### config.mk
export PLATFORM = sky130hd
export DESIGN_NAME = zbuf_clear_engine
export DESIGN_NICKNAME = d
export VERILOG_FILES = /design/src/rtl/zbuf_pkg.sv /design/src/rtl/zbuf_xy_scan.sv /design/src/rtl/zbuf_clear_engine.sv
export SDC_FILE = /design/constraint.sdc
export NUM_CORES = 1
export LEC_CHECK = 0
export BUFFER_PORTS_ARGS = -buffer_cell sky130_fd_sc_hd__buf_2
export CAP_MARGIN = 20
export CORE_UTILIZATION = 37
export CTS_CLUSTER_SIZE = 30
export DETAILED_ROUTE_END_ITERATION = 7
export SETUP_SLACK_MARGIN = 0.02
export SLEW_MARGIN = 20
export SYNTH_ARGS = -nofsm -noshare
export SYNTH_HDL_FRONTEND = slang
export SYNTH_HIERARCHICAL = 1
export SYNTH_SLANG_ARGS = --single-unit
### constraint.sdc
create_clock -name clk -period 3.16 [get_ports clk]
set_input_delay 0.316 -clock clk [delete_from_list [all_inputs] [get_ports clk]]
set_output_delay 0.316 -clock clk [all_outputs]
set_load 0.03 [all_outputs]
### src/rtl/zbuf_pkg.sv
// Shared Z-buffer types and constants: clear-engine state encoding, far-plane
// depth and the coordinate/address width helpers used across the datapath.
package zbuf_pkg;

    typedef enum logic [1:0] {
        IDLE,
        RUN,
        DONE
    } zclr_state_t;

    // Far-plane depth is all ones; consumers slice the low Z_W bits.
    localparam logic [63:0] Z_FAR = '1;

    function automatic int coord_w(input int n);
        return (n > 1) ? $clog2(n) : 1;
    endfunction

    function automatic int addr_w(input int h, input int v);
        return coord_w(h * v);
    endfunction

endpackage

### src/rtl/zbuf_xy_scan.sv
// Raster x/y walker with an incrementally maintained row base; emits the linear
// address row_base + x and flags the final pixel of the box.
module zbuf_xy_scan
    import zbuf_pkg::*;
#(
    parameter int H_RES  = 640,
    parameter int X_W    = 10,
    parameter int Y_W    = 9,
    parameter int ADDR_W = 19
) (
    input  logic              clk,
    input  logic              rst,
    input  logic              load,
    input  logic              step,
    input  logic [X_W-1:0]    xs,
    input  logic [X_W-1:0]    xe,
    input  logic [Y_W-1:0]    ys,
    input  logic [Y_W-1:0]    ye,
    output logic [ADDR_W-1:0] addr,
    output logic              last
);

    logic [X_W-1:0]    x, xs_q, xe_q;
    logic [Y_W-1:0]    y, ye_q;
    logic [ADDR_W-1:0] row_base;

    assign last = (x == xe_q) && (y == ye_q);
    assign addr = row_base + ADDR_W'(x);

    always_ff @(posedge clk or negedge rst) begin
        if (!rst) begin
            x        <= '0;
            y        <= '0;
            xs_q     <= '0;
            xe_q     <= '0;
            ye_q     <= '0;
            row_base <= '0;
        end else if (load) begin
            x        <= xs;
            y        <= ys;
            xs_q     <= xs;
            xe_q     <= xe;
            ye_q     <= ye;
            // Constant-coefficient product, evaluated only once per sweep.
            row_base <= ADDR_W'(ys) * ADDR_W'(H_RES);
        end else if (step && !last) begin
            if (x < xe_q) begin
                x <= x + 1'b1;
            end else begin
                x        <= xs_q;
                y        <= y + 1'b1;
                row_base <= row_base + ADDR_W'(H_RES);
            end
        end
    end

endmodule

### src/rtl/zbuf_clear_engine.sv
// Frame/region clear sequencer: sweeps the full buffer or a rectangle, writing
// far-plane depth and a background colour through a backpressured write port.
module zbuf_clear_engine
    import zbuf_pkg::*;
#(
    parameter  int H_RES  = 640,
    parameter  int V_RES  = 480,
    parameter  int Z_W    = 16,
    parameter  int C_W    = 12,
    localparam int X_W    = coord_w(H_RES),
    localparam int Y_W    = coord_w(V_RES),
    localparam int ADDR_W = addr_w(H_RES, V_RES)
) (
    input  logic              clk,
    input  logic              rst,
    input  logic              start,
    input  logic              rect_en,
    input  logic [X_W-1:0]    x0,
    input  logic [X_W-1:0]    x1,
    input  logic [Y_W-1:0]    y0,
    input  logic [Y_W-1:0]    y1,
    input  logic [C_W-1:0]    clr_color,
    input  logic              abort,
    output logic              wr_en,
    input  logic              wr_ready,
    output logic [ADDR_W-1:0] wr_addr,
    output logic [Z_W-1:0]    wr_z,
    output logic [C_W-1:0]    wr_color,
    output logic              busy,
    output logic              done,
    output logic              err
);

    zclr_state_t    state;
    logic           rect_bad, load, step, last;
    logic [X_W-1:0] xs, xe;
    logic [Y_W-1:0] ys, ye;

    assign rect_bad = rect_en && ((x0 > x1) || (y0 > y1) ||
                                  ({1'b0, x1} >= (X_W+1)'(H_RES)) ||
                                  ({1'b0, y1} >= (Y_W+1)'(V_RES)));
    assign load = (state == IDLE) && start && !rect_bad;
    assign step = (state == RUN) && wr_en && wr_ready;

    assign xs = rect_en ? x0 : '0;
    assign xe = rect_en ? x1 : X_W'(H_RES - 1);
    assign ys = rect_en ? y0 : '0;
    assign ye = rect_en ? y1 : Y_W'(V_RES - 1);

    assign wr_z = Z_FAR[Z_W-1:0];

    zbuf_xy_scan #(
        .H_RES (H_RES),
        .X_W   (X_W),
        .Y_W   (Y_W),
        .ADDR_W(ADDR_W)
    ) u_scan (
        .clk  (clk),
        .rst  (rst),
        .load (load),
        .step (step),
        .xs   (xs),
        .xe   (xe),
        .ys   (ys),
        .ye   (ye),
        .addr (wr_addr),
        .last (last)
    );

    always_ff @(posedge clk or negedge rst) begin
        if (!rst) begin
            state    <= IDLE;
            wr_en    <= 1'b0;
            busy     <= 1'b0;
            done     <= 1'b0;
            err      <= 1'b0;
            wr_color <= '0;
        end else begin
            err  <= 1'b0;
            done <= 1'b0;
            case (state)
                IDLE: begin
                    if (start && rect_bad) begin
                        err <= 1'b1;
                    end else if (start) begin
                        wr_color <= clr_color;
                        wr_en    <= 1'b1;
                        busy     <= 1'b1;
                        state    <= RUN;
                    end
                end
                RUN: begin
                    if (abort) begin
                        wr_en <= 1'b0;
                        busy  <= 1'b0;
                        state <= IDLE;
                    end else if (wr_ready && last) begin
                        wr_en <= 1'b0;
                        busy  <= 1'b0;
                        done  <= 1'b1;
                        state <= DONE;
                    end
                end
                DONE: begin
                    state <= IDLE;
                end
                default: begin
                    wr_en <= 1'b0;
                    busy  <= 1'b0;
                    state <= IDLE;
                end
            endcase
        end
    end

endmodule

==> flow_metrics.env <==
export IMPL_crit_top_cell="nor2_1"
export IMPL_cts_max_level=3
export IMPL_cts_repair_resized=0
export IMPL_slowest_delay_ps=460
export IMPL_hold_viol=9
export IMPL_rsz0062_at_grt="false"
export IMPL_antenna_left=0
export IMPL_cts_root_buf="clkbuf_16"
export IMPL_cp_end_kind="output port"
export IMPL_drc=0
export IMPL_ys_warn_count=6
export IMPL_vias=4509
export IMPL_whs_ps=-8.87
export IMPL_synth_async_reset_ratio_pct=100
export IMPL_post_layout_nonfiller_instances=869
export IMPL_grtUsageTotal_pct=18.3
export IMPL_drive_above_1_share_pct=22.5
export IMPL_pin_count=107
export IMPL_relSlewSlack_pct=41.4
export IMPL_fmax_mhz=370
export IMPL_layout_commonest_cell="buf_2"
export IMPL_fin_nets=786
export IMPL_wl_per_cell_um=15.2
export IMPL_clock_sinks=77
export IMPL_diodes=0
export IMPL_die_w_um=124
export IMPL_ir_worst_vdd_mv=0.372
export IMPL_syn_to_final_growth_pct=15.5
export IMPL_gr_total_overflow=0
export IMPL_setup_violations=0
export IMPL_crit_path_start_kind="flip-flop"
export IMPL_critPathRequiredTime_ps=2840
export IMPL_hp_class="input pin to async pin"
export IMPL_grt_max_degree=78
export IMPL_final_util_pct=43.8
export IMPL_io_buffers=90
export IMPL_layout_common_cells="buf_2 (89), dfrtp_1 (77), nand2_1 (63)"
export IMPL_period_minus_slack_ps=2700
export IMPL_leakage_nw=3.06
export IMPL_crit_type="flip-flop to output port"
export IMPL_viasPerCell=5.19
export IMPL_cts_buffer_depth=2
export IMPL_power_density_nw_per_um2=760
export IMPL_critPathSlowestCell="dfrtp_1"
export IMPL_synth_edf_count=0
export IMPL_core_area_um2=14500
export IMPL_outcome="finished, violations left"
export IMPL_dp_hpwl_um=10100
export IMPL_violations="negative hold slack"
export IMPL_cts_setup_buffers=0
export IMPL_first_iter_violations=218
export IMPL_ys_flop_type="dfrtp_1"
export IMPL_core_rowCount=44
export IMPL_dr_pass1_iters=5
export IMPL_fin_worst_skew_ps=6.68
export IMPL_syn_area_um2=5510
export IMPL_finalMaxSlewViolations=0
export IMPL_ys_types=71
export IMPL_cts_buffers=9
export IMPL_ctsHoldBuffers=0
export IMPL_grt_pass1_wl_um=21800
export IMPL_cp_cell_sequence="ha_1 > a21oi_1 > nor2b_1 > nor2_1 > or2_2 > nor2_1 > xor2_1 > buf_2"
export IMPL_finalPower_w=0.00484
export IMPL_avgSynthCellArea_um2=9.19
export IMPL_placedCellCount=853
export IMPL_cp_arrival_ps=2390
export IMPL_initial_core_util_pct=37.9
export IMPL_finalCritPeriodShare_pct=85.5
export IMPL_grt_pass1_vias=4456
export IMPL_path_clk_slew_ps=60
export IMPL_synth_area_leaders="dfrtp_1 (35%), ha_1 (11%), xor2_1 (4.8%)"
export IMPL_critPathMaxFanout=5
export IMPL_setup_tns_ps=0
export IMPL_dieArea_um2=15400
export IMPL_ys_seq_area_share_pct=35.0
export IMPL_antenna_found_initial=0
export IMPL_synth_seq_cells=77
export IMPL_synth_top_cell_area_share_pct=35.0
export IMPL_netlist_instances=600
export IMPL_place_gp_congestion=0.861
export IMPL_synth_largest_area_cell="dfrtp_1"
export IMPL_chipHeight_um=124
export IMPL_routed_wl_um=13200
export IMPL_max_cap_viol_count=0
export IMPL_worstSkewPairLatency_ps=340
export IMPL_worstMarginPinSlew_ps=879
export IMPL_cts_tree="done"
==> critical path: cells and delay by family (launching register included) <==
family | cells | cell delay, ps
xor+xnor | 1 | 170
buf+inv | 1 | 220
compound gates | 1 | 100
fa+ha+maj | 1 | 350
simple gates | 4 | 750
flops | 1 | 460
==> sequential cells by signal (all words and copies together) (netlist names) <==
| signal | cells |
|---|---|
| u_scan/xs_q | 10 |
| u_scan/xe_q | 10 |
| u_scan/x | 10 |
| u_scan/row_base | 12 |
| state | 2 |
| done | 1 |
| u_scan/y | 9 |
| err | 1 |
| u_scan/ye_q | 9 |
| wr_color | 12 |
| busy | 1 |
==> where the power goes <==
| part | switching (W) | internal, W | leakage [nW] | total [W] |
|---|---|---|---|---|
| combinational | 0.00139 | 0.000802 | 1.97 | 0.00219 |
| clock | 0.000403 | 0.000620 | 0.143 | 0.00102 |
| sequential | 0.000327 | 0.00130 | 0.944 | 0.00163 |
==> per-layer routing <==
layer	GRT usage [%]	wire, um	up-vias
met5	0	0	-
met2	28.2	6090	117
met1	25.0	6240	2165
met4	7.66	267	0
met3	3.53	643	19
li1	-	-	2208
==> final cells by class <==
cell class	instances	area (um^2)
tap	184	230
multi-input combinational	438	3160
fill	1466	8170
sequential	77	1930
inverter	54	203
timing repair buffer	100	557
clock buffer	16	292
==> final timing paths <==
kind | from | slack (ps) | end | cells after the start
worst max-delay path | u_scan/x[8]$_DFFE_PN0P_ | 460 | wr_addr[18] | 8
worst min-delay path | rst | -9 | u_scan/xs_q[5]$_DFFE_PN0P_ | 1
worst max register to register | u_scan/x[7]$_DFFE_PN0P_ | 550 | u_scan/y[8]$_DFFE_PN0P_ | 7
worst min register to register | state[0]$_DFFE_PN0P_ | 490 | busy$_DFFE_PN0P_ | 1
max in group asynchronous | rst | 2650 | wr_color[3]$_DFFE_PN0P_ | 1
min in group clk | clr_color[9] | 200 | wr_color[9]$_DFFE_PN0P_ | 2
==> cell usage after synthesis, types with 2 or more instances <==
| cell | count |
|---|---|
| dfrtp_1 | 77 |
| nand2_1 | 63 |
| inv_1 | 53 |
| ha_1 | 49 |
| o21ai_0 | 44 |
| a21oi_1 | 30 |
| xor2_1 | 30 |
| nor2_1 | 29 |
| and2_1 | 20 |
| buf_4 | 20 |
| clkbuf_1 | 19 |
| mux2_2 | 19 |
| nand3_1 | 13 |
| xnor2_1 | 12 |
| o211ai_1 | 9 |
| mux2_4 | 7 |
| nand2b_1 | 7 |
| a31oi_1 | 6 |
| and3_1 | 5 |
| nand4_1 | 5 |
| o221ai_1 | 5 |
| a211oi_1 | 4 |
| mux2i_1 | 4 |
| nor2b_1 | 4 |
| o2111ai_1 | 4 |
| buf_2 | 3 |
| nor3_1 | 3 |
| nor4_1 | 3 |
| o41ai_1 | 3 |
| a21o_1 | 2 |
| a221o_1 | 2 |
| a2bb2oi_1 | 2 |
| and4_1 | 2 |
| buf_6 | 2 |
| o211a_1 | 2 |
| o21a_1 | 2 |
| o31a_1 | 2 |
==> logic make-up after synthesis <==
family	count (synthesis)	synth area share, %
AOI/OAI and AO/OA	135	16.8
buffers and inverters	100	8.81
other	1	0.0680
xor gates and xnor gates	42	6.67
muxes	30	6.51
adders and majority gates	50	11.5
and+or+nand+nor	165	14.7
DFF	77	35.0
==> through the flow <==
| step | hold WS (ps) | worst slack (ps) | cell area (um^2) |
|---|---|---|---|
| after floorplan | 20.4 | 187 | 5570 |
| after global placement | 477 | 308 | 6070 |
| after detailed placement | 474 | 236 | 6070 |
| after CTS | 187 | 405 | 6360 |
| after global routing | 61.2 | 292 | 6360 |
| final | -8.87 | 458 | 6360 |
No activity file was read; power rests on OpenSTA's default activity.
